==> config.mk <==
export PLATFORM = sky130hd
export DESIGN_NAME = udp_audio_depacketizer_flat
export DESIGN_NICKNAME = d
export VERILOG_FILES = /design/src/rtl/udp_audio_depacketizer_if.sv /design/src/rtl/udp_audio_depacketizer.sv /design/src/flat_wrapper.sv
export SDC_FILE = /design/constraint.sdc
export NUM_CORES = 2
export LEC_CHECK = 0
export CORE_MARGIN = 2
export CORE_UTILIZATION = 39
export DETAILED_ROUTE_END_ITERATION = 10
export PLACE_DENSITY = 0.58
export SETUP_SLACK_MARGIN = 0.1
export SLEW_MARGIN = 20
export SYNTH_ARGS = -nofsm -noshare
export SYNTH_HDL_FRONTEND = slang
export SYNTH_SLANG_ARGS = --single-unit
export TNS_END_PERCENT = 20
==> constraint.sdc <==
create_clock -name clk_in1 -period 10.18 [get_ports clk_in1]
set_input_delay 2.036 -clock clk_in1 [delete_from_list [all_inputs] [get_ports clk_in1]]
set_output_delay 2.036 -clock clk_in1 [all_outputs]
set_load 0.01 [all_outputs]
==> src/rtl/udp_audio_depacketizer_if.sv <==
// Interface bundling the UDP receive byte stream, DAC sample strobe and playback/status outputs.
// Optional macro UDP_AUDIO_SEQ_CHECK_EN adds the seq_gap_cnt status signal.
interface udp_audio_depacketizer_if #(
  parameter int unsigned FIFO_AW = 8,
  parameter int unsigned CNT_W   = 16
);
  logic                 udp_rec_data_valid;
  logic [7:0]           udp_rec_rdata;
  logic [15:0]          udp_rec_data_length;
  logic                 sample_req;
  logic [15:0]          wav_out_data;
  logic                 wav_out_valid;
  logic                 playing;
  logic [FIFO_AW:0]     fifo_level;
  logic [CNT_W-1:0]     underflow_cnt;
  logic [CNT_W-1:0]     overflow_cnt;
  logic [CNT_W-1:0]     odd_len_cnt;
`ifdef UDP_AUDIO_SEQ_CHECK_EN
  logic [CNT_W-1:0]     seq_gap_cnt;
`endif

  modport master (
    output udp_rec_data_valid, udp_rec_rdata, udp_rec_data_length, sample_req,
    input  wav_out_data, wav_out_valid, playing, fifo_level, underflow_cnt, overflow_cnt,
`ifdef UDP_AUDIO_SEQ_CHECK_EN
           seq_gap_cnt,
`endif
           odd_len_cnt
  );

  modport slave (
    input  udp_rec_data_valid, udp_rec_rdata, udp_rec_data_length, sample_req,
    output wav_out_data, wav_out_valid, playing, fifo_level, underflow_cnt, overflow_cnt,
`ifdef UDP_AUDIO_SEQ_CHECK_EN
           seq_gap_cnt,
`endif
           odd_len_cnt
  );
endinterface

==> src/rtl/udp_audio_depacketizer.sv <==
// Reassembles 16-bit PCM samples from a UDP payload byte stream into a FIFO and plays one per
// DAC strobe with prefill/underflow handling. Optional macro: UDP_AUDIO_SEQ_CHECK_EN.
module udp_audio_depacketizer #(
  parameter int unsigned FIFO_AW = 8,
  parameter int unsigned PREFILL = 128,
  parameter int unsigned CNT_W   = 16
) (
  input  logic                      clk_in1,
  input  logic                      rst_n,
  udp_audio_depacketizer_if.slave   bus
);
  localparam int unsigned LVL_W  = FIFO_AW + 1;
  localparam int unsigned DEPTH  = 1 << FIFO_AW;
  localparam int unsigned BCNT_W = 16;
  localparam logic [LVL_W-1:0] PREFILL_LVL = LVL_W'(PREFILL);

`ifdef UDP_AUDIO_SEQ_CHECK_EN
  typedef enum logic [2:0] {RX_IDLE, RX_SEQ_HI, RX_SEQ_LO, RX_HI, RX_LO} rx_state_e;
`else
  typedef enum logic [1:0] {RX_IDLE, RX_HI, RX_LO} rx_state_e;
`endif
  typedef enum logic {WAIT_FILL, PLAY} pb_state_e;

  rx_state_e          rx_state_q, rx_state_d;
  pb_state_e          pb_state_q, pb_state_d;
  logic [7:0]         hi_q, hi_d;
  logic [15:0]        len_q, len_d;
  logic [BCNT_W-1:0]  byte_cnt_q, byte_cnt_d;
  logic [LVL_W-1:0]   wr_ptr_q, wr_ptr_d, rd_ptr_q, rd_ptr_d, level_q, level_d;
  logic [15:0]        wav_data_q, wav_data_d;
  logic               wav_valid_q, wav_valid_d;
  logic               playing_q, playing_d;
  logic [CNT_W-1:0]   underflow_q, underflow_d, overflow_q, overflow_d, odd_q, odd_d;
`ifdef UDP_AUDIO_SEQ_CHECK_EN
  logic [7:0]         seq_hi_q, seq_hi_d;
  logic [15:0]        last_seq_q, last_seq_d, seq_c;
  logic               seq_seen_q, seq_seen_d;
  logic [CNT_W-1:0]   seq_gap_q, seq_gap_d;
`endif

  logic [15:0]        mem_q [DEPTH];
  logic [15:0]        sample_c;
  logic               push_req_c, push_c, pop_c, full_c, empty_c, in_range_c;

  function automatic logic [CNT_W-1:0] sat_inc(input logic [CNT_W-1:0] v);
    return (v == {CNT_W{1'b1}}) ? v : v + CNT_W'(1);
  endfunction

  // Next-state and output logic for both the receive and playback sides
  always_comb begin
    rx_state_d  = rx_state_q;
    pb_state_d  = pb_state_q;
    hi_d        = hi_q;
    len_d       = len_q;
    byte_cnt_d  = byte_cnt_q;
    wav_data_d  = '0;
    wav_valid_d = 1'b0;
    underflow_d = underflow_q;
    overflow_d  = overflow_q;
    odd_d       = odd_q;
    push_req_c  = 1'b0;
    push_c      = 1'b0;
    pop_c       = 1'b0;
    sample_c    = {hi_q, bus.udp_rec_rdata};
    in_range_c  = (len_q == '0) || (byte_cnt_q < len_q);
    full_c      = (wr_ptr_q[FIFO_AW] != rd_ptr_q[FIFO_AW]) &&
                  (wr_ptr_q[FIFO_AW-1:0] == rd_ptr_q[FIFO_AW-1:0]);
    empty_c     = (wr_ptr_q == rd_ptr_q);
`ifdef UDP_AUDIO_SEQ_CHECK_EN
    seq_hi_d    = seq_hi_q;
    last_seq_d  = last_seq_q;
    seq_seen_d  = seq_seen_q;
    seq_gap_d   = seq_gap_q;
    seq_c       = {seq_hi_q, bus.udp_rec_rdata};
`endif

    if (!bus.udp_rec_data_valid) begin
      // End of run: a dangling high byte makes the packet odd
      if (rx_state_q == RX_LO) odd_d = sat_inc(odd_q);
      rx_state_d = RX_IDLE;
    end else if (rx_state_q == RX_IDLE) begin
      len_d      = bus.udp_rec_data_length;
      byte_cnt_d = BCNT_W'(1);
`ifdef UDP_AUDIO_SEQ_CHECK_EN
      seq_hi_d   = bus.udp_rec_rdata;
      rx_state_d = RX_SEQ_LO;
`else
      hi_d       = bus.udp_rec_rdata;
      rx_state_d = RX_LO;
`endif
    end else if (in_range_c) begin
      byte_cnt_d = (byte_cnt_q == '1) ? byte_cnt_q : byte_cnt_q + BCNT_W'(1);
      case (rx_state_q)
        RX_HI: begin
          hi_d       = bus.udp_rec_rdata;
          rx_state_d = RX_LO;
        end
        RX_LO: begin
          push_req_c = 1'b1;
          rx_state_d = RX_HI;
        end
`ifdef UDP_AUDIO_SEQ_CHECK_EN
        RX_SEQ_HI: begin
          seq_hi_d   = bus.udp_rec_rdata;
          rx_state_d = RX_SEQ_LO;
        end
        RX_SEQ_LO: begin
          if (seq_seen_q && (seq_c != last_seq_q + 16'(1))) seq_gap_d = sat_inc(seq_gap_q);
          last_seq_d = seq_c;
          seq_seen_d = 1'b1;
          rx_state_d = RX_HI;
        end
`endif
        default: ;
      endcase
    end

    if (push_req_c) begin
      if (full_c) overflow_d = sat_inc(overflow_q);
      else        push_c     = 1'b1;
    end

    case (pb_state_q)
      WAIT_FILL: begin
        if (bus.sample_req) wav_valid_d = 1'b1;
        if (level_q >= PREFILL_LVL) pb_state_d = PLAY;
      end
      PLAY: begin
        if (bus.sample_req) begin
          wav_valid_d = 1'b1;
          if (!empty_c) begin
            pop_c      = 1'b1;
            wav_data_d = mem_q[rd_ptr_q[FIFO_AW-1:0]];
          end else begin
            underflow_d = sat_inc(underflow_q);
            pb_state_d  = WAIT_FILL;
          end
        end
      end
      default: pb_state_d = WAIT_FILL;
    endcase

    wr_ptr_d  = push_c ? wr_ptr_q + LVL_W'(1) : wr_ptr_q;
    rd_ptr_d  = pop_c  ? rd_ptr_q + LVL_W'(1) : rd_ptr_q;
    level_d   = wr_ptr_d - rd_ptr_d;
    playing_d = (pb_state_d == PLAY);
  end

  always_ff @(posedge clk_in1) begin
    if (!rst_n) begin
      rx_state_q  <= RX_IDLE;
      pb_state_q  <= WAIT_FILL;
      hi_q        <= '0;
      len_q       <= '0;
      byte_cnt_q  <= '0;
      wr_ptr_q    <= '0;
      rd_ptr_q    <= '0;
      level_q     <= '0;
      wav_data_q  <= '0;
      wav_valid_q <= 1'b0;
      playing_q   <= 1'b0;
      underflow_q <= '0;
      overflow_q  <= '0;
      odd_q       <= '0;
`ifdef UDP_AUDIO_SEQ_CHECK_EN
      seq_hi_q    <= '0;
      last_seq_q  <= '0;
      seq_seen_q  <= 1'b0;
      seq_gap_q   <= '0;
`endif
    end else begin
      rx_state_q  <= rx_state_d;
      pb_state_q  <= pb_state_d;
      hi_q        <= hi_d;
      len_q       <= len_d;
      byte_cnt_q  <= byte_cnt_d;
      wr_ptr_q    <= wr_ptr_d;
      rd_ptr_q    <= rd_ptr_d;
      level_q     <= level_d;
      wav_data_q  <= wav_data_d;
      wav_valid_q <= wav_valid_d;
      playing_q   <= playing_d;
      underflow_q <= underflow_d;
      overflow_q  <= overflow_d;
      odd_q       <= odd_d;
`ifdef UDP_AUDIO_SEQ_CHECK_EN
      seq_hi_q    <= seq_hi_d;
      last_seq_q  <= last_seq_d;
      seq_seen_q  <= seq_seen_d;
      seq_gap_q   <= seq_gap_d;
`endif
    end
  end

  // Sample storage; contents are meaningless once pointers reset
  always_ff @(posedge clk_in1) begin
    if (push_c) mem_q[wr_ptr_q[FIFO_AW-1:0]] <= sample_c;
  end

  assign bus.wav_out_data  = wav_data_q;
  assign bus.wav_out_valid = wav_valid_q;
  assign bus.playing       = playing_q;
  assign bus.fifo_level    = level_q;
  assign bus.underflow_cnt = underflow_q;
  assign bus.overflow_cnt  = overflow_q;
  assign bus.odd_len_cnt   = odd_q;
`ifdef UDP_AUDIO_SEQ_CHECK_EN
  assign bus.seq_gap_cnt   = seq_gap_q;
`endif

endmodule

==> src/flat_wrapper.sv <==
// flat-port wrapper written by rule: the top's interface ports become plain ports
module udp_audio_depacketizer_flat 
#(
  parameter int unsigned FIFO_AW = 8,
  parameter int unsigned PREFILL = 128,
  parameter int unsigned CNT_W   = 16
)
  (clk_in1, rst_n, bus_udp_rec_data_valid, bus_udp_rec_rdata, bus_udp_rec_data_length, bus_sample_req, bus_wav_out_data, bus_wav_out_valid, bus_playing, bus_fifo_level, bus_underflow_cnt, bus_overflow_cnt, bus_odd_len_cnt);
  udp_audio_depacketizer_if #(.FIFO_AW(FIFO_AW), .CNT_W(CNT_W)) bus_i ();
  input  logic clk_in1;
  input  logic rst_n;
  input wire logic [$bits(bus_i.udp_rec_data_valid)-1:0] bus_udp_rec_data_valid;
  input wire logic [$bits(bus_i.udp_rec_rdata)-1:0] bus_udp_rec_rdata;
  input wire logic [$bits(bus_i.udp_rec_data_length)-1:0] bus_udp_rec_data_length;
  input wire logic [$bits(bus_i.sample_req)-1:0] bus_sample_req;
  output wire logic [$bits(bus_i.wav_out_data)-1:0] bus_wav_out_data;
  output wire logic [$bits(bus_i.wav_out_valid)-1:0] bus_wav_out_valid;
  output wire logic [$bits(bus_i.playing)-1:0] bus_playing;
  output wire logic [$bits(bus_i.fifo_level)-1:0] bus_fifo_level;
  output wire logic [$bits(bus_i.underflow_cnt)-1:0] bus_underflow_cnt;
  output wire logic [$bits(bus_i.overflow_cnt)-1:0] bus_overflow_cnt;
  output wire logic [$bits(bus_i.odd_len_cnt)-1:0] bus_odd_len_cnt;
  assign bus_i.udp_rec_data_valid = bus_udp_rec_data_valid;
  assign bus_i.udp_rec_rdata = bus_udp_rec_rdata;
  assign bus_i.udp_rec_data_length = bus_udp_rec_data_length;
  assign bus_i.sample_req = bus_sample_req;
  assign bus_wav_out_data = bus_i.wav_out_data;
  assign bus_wav_out_valid = bus_i.wav_out_valid;
  assign bus_playing = bus_i.playing;
  assign bus_fifo_level = bus_i.fifo_level;
  assign bus_underflow_cnt = bus_i.underflow_cnt;
  assign bus_overflow_cnt = bus_i.overflow_cnt;
  assign bus_odd_len_cnt = bus_i.odd_len_cnt;
  udp_audio_depacketizer #(.FIFO_AW(FIFO_AW), .PREFILL(PREFILL), .CNT_W(CNT_W)) u_core (.clk_in1(clk_in1), .rst_n(rst_n), .bus(bus_i));
endmodule
==> results.py <==
metrics = {
    "clock_tree": {
        "cts_buffer_depth": 4,
        "post_cts_resized": 0,
        "cts.sinks": 4231,
        "numCtsBuffers": 411,
        "cts_tree": "done",
        "post_cts_buffers": 0,
        "clkLatencyLatePin_ns": 0.99,
        "cts_hold_buf": 0,
        "cts.clk_slew.worst_paths_ns": 0.06,
        "htreeDepth": 5,
        "cts_root_buf": "clkbuf_16",
    },
    "floorplanning": {
        "fp.dieW_um": 653.5,
        "core_area_um2": 420200,
        "die-area_um2": 427000,
        "io_pins": 103,
        "die_h_um": 653.5,
        "start_util": 0.3915,
        "rows": 238,
    },
    "sta": {
        "fin_crit_sh": 0.6328,
        "worst_slack_ns": 3.738,
        "hold_violations": 0,
        "maxSlewViolCount": 0,
        "worstMarginPinSlew_ns": 1.277,
        "slew_headroom": 0.1484,
        "rsz0062_at_grt": "false",
        "fin_skew_ns": 0.05952,
        "setup_viol": 0,
        "fmax_ghz": 0.1552,
        "final.setup.tns_ns": 0,
        "fin_hold_ws_ns": 0.4842,
        "min_period_ns": 6.442,
    },
    "global_routing": {
        "grt_pass1_vias": 82300,
        "grt_pass1_wl_um": 662900,
        "grt_overflow": 0,
        "grt_use_total": 0.2200,
        "grt_antenna_before_repair": 27,
        "grt_max_degree": 183,
    },
    "routing": {
        "dr_total_vias": 85250,
        "post_drt_wl_per_cell_um": 33.32,
        "drtPass1Iterations": 6,
        "wl_met3_um": 42190,
        "drt_iter0_drc": 11870,
        "wl_met1_um": 196600,
        "routed_via_density": 5.902,
        "detail-route-antenna-nets": 0,
        "top_layer": "met5",
        "drc": 0,
        "dr_wl_met2_um": 227400,
        "wl_um": 481300,
    },
    "logic_synthesis": {
        "ys.flop_type": "edfxtp_1",
        "yosys_warnings": 0,
        "synth_async_sr_flop_share": 0,
        "synth_most_common_cell": "edfxtp_1",
        "synth_edf_count": 4096,
        "ys_seq_area_frac": 0.7641,
        "synthTopCellsByArea": "edfxtp_1, mux4_2, mux2i_1",
        "synth_top_area_share": 0.7477,
        "synthesis.area_um2": 164500,
        "synth_seq_cells": 4231,
        "synth_top_area_cell": "edfxtp_1",
        "synth_cells": 8130,
        "synth_area_per_cell_um2": 20.23,
        "syn_nets": 8195,
        "synth_common_cells": "edfxtp_1, mux4_2, mux2i_1",
        "synthDistinctLibCells": 73,
    },
    "placement": {
        "gp_congestion": 0.8781,
        "hpwl_um": 288300,
        "dpl_worst_slack_ns": 2.841,
        "dpl-instance-area_um2": 172900,
        "portBuffers": 102,
    },
    "worst_setup_path": {
        "slowest_delay_ns": 0.94,
        "worstPathArrival_ns": 7.11,
        "cp_cell_sequence": "clkdlybuf4s50_1 > nor2b_1 > nand2_1 > or2_2 > a21o_1 > nor2_1 > nand3b_1 > buf_4 > nor2_1 > buf_4",
        "cpMaxStageDelayCell": "nand3b_1",
        "crit_type": "in2reg",
        "endpoint_kind": "flip-flop",
        "startpoint_type": "primary input",
        "cp_max_fo": 12,
        "cp.required_ns": 10.85,
    },
    "layout": {
        "final_core_util": 0.4439,
        "nets": 8507,
        "fin_area_um2": 186500,
        "area_growth_syn_to_layout_pct": 13.37,
        "num-fill-cells": 35330,
        "drive_gt1_frac": 0.2172,
    },
    "power_and_ir_drop": {
        "powerDensity_nw_per_um2": 187.7,
        "ir_drop_v": 0.0001517,
        "comb_power_share": 0.013,
        "p_switching_w": 0.007115,
        "pwr-share-clk": 0.439,
        "sw_frac_of_total": 0.2032,
        "p_leak_nw": 56.40,
        "pwr-share-seq": 0.548,
        "p_int_w": 0.02790,
    },
    "run": {
        "drv_cap": 0,
    },
    "status": {
        "status": "complete, no violations",
    },
    "worst_hold_path": {
        "hold_class": "reg2reg",
    },
}
power by group through the flow:
stage / Combinational [W] / Sequential [W] / Clock [W]
2_1_floorplan: 0.0000408 / 0.0196 / 0
3_3_place_gp: 0.000438 / 0.0195 / 0
3_5_place_dp: 0.000457 / 0.0195 / 0
4_1_cts: 0.000455 / 0.0192 / 0.0156
5_1_grt: 0.000472 / 0.0192 / 0.0162
6_report: 0.000451 / 0.0192 / 0.0154
state kept, by name, indices dropped and copies added (netlist names), 16 cells and up:
name                      count
u_core.bus.underflow_cnt     16
u_core.mem_q               4096
u_core.len_q                 16
u_core.bus.odd_len_cnt       16
u_core.bus.wav_out_data      16
u_core.byte_cnt_q            16
u_core.bus.overflow_cnt      16
layout by cell type (no fill, tap or decap), types with 10 or more instances in the layout:
| cell | count |
|---|---|
| edfxtp_1 | 4096 |
| mux4_2 | 802 |
| mux2i_1 | 639 |
| clkbuf_16 | 416 |
| o221ai_1 | 258 |
| buf_4 | 253 |
| nor2_1 | 249 |
| a21oi_1 | 228 |
| nand2_1 | 182 |
| o22ai_1 | 171 |
| nor2_2 | 164 |
| dfxtp_1 | 120 |
| nor3_1 | 99 |
| clkdlybuf4s50_1 | 93 |
| o21ai_0 | 89 |
| clkinv_1 | 88 |
| clkinv_2 | 79 |
| clkbuf_1 | 75 |
| nand3_1 | 52 |
| bufinv_16 | 47 |
| xnor2_1 | 40 |
| ha_1 | 36 |
| inv_1 | 27 |
| and2_1 | 26 |
| xor2_1 | 25 |
| a21o_1 | 24 |
| clkinvlp_4 | 24 |
| buf_12 | 22 |
| nand4_1 | 20 |
| and3_1 | 19 |
| a211oi_1 | 18 |
| a22oi_1 | 18 |
| a31oi_1 | 16 |
| or3_1 | 15 |
| diode_2 | 13 |
| or4_1 | 13 |
| dfxtp_4 | 13 |
| nor4_1 | 12 |
| o31ai_1 | 10 |
| clkinv_4 | 10 |
worst paths after layout:
kind | start | to | slack (ns) | cells after the start
worst max-delay path | bus_udp_rec_data_valid | u_core.mem_q[16][6] | 3.74 | 10
worst max register to register | u_core.rd_ptr_q[0] | u_core.bus.wav_out_data[0] | 4.22 | 8
worst min register to register | u_core.len_q[11] | u_core.len_q[11] | 0.48 | 2
worst min-delay path | u_core.len_q[11] | u_core.len_q[11] | 0.48 | 2
layer usage:
metal	vias up	track usage
met5	-	0
met4	6	0.06302
met3	596	0.03664
met2	4454	0.3507
met1	45750	0.3123
li1	34440	-
logic make-up after synthesis:
group,Yosys count,share of synthesized area
mux,1442,0.1488
simple gates,914,0.02498
flops,4231,0.7641
compound gates,927,0.03878
buf+inv,514,0.01702
xor+xnor,65,0.003461
fa+ha+maj,37,0.002860
critical path: cells and delay by family:
family                 cells  cell delay [ns]
and+or+nand+nor            6             3.13
buffers and inverters      3             1.62
AOI/OAI and AO/OA          1             0.26
per-stage QoR:
stage,total power [W],cells
after floorplan,0.01966,8130
after global placement,0.01998,13670
after detailed placement,0.02000,13670
after CTS,0.03521,14430
after global routing,0.03585,14430
final,0.03501,14440
cell type report:
type	instances	area [µm²]	share of cell area
antenna	13	32.53	0.0001744
clock buffer	491	10690	0.05733
clock inverter	271	2854	0.01530
inverter	33	143.9	0.0007715
multi-input combinational	3385	36530	0.1958
sequential	4231	125800	0.6743
tap	5640	7057	0.03784
timing repair buffer	380	3443	0.01846
No activity file was read; power rests on OpenSTA's default activity.
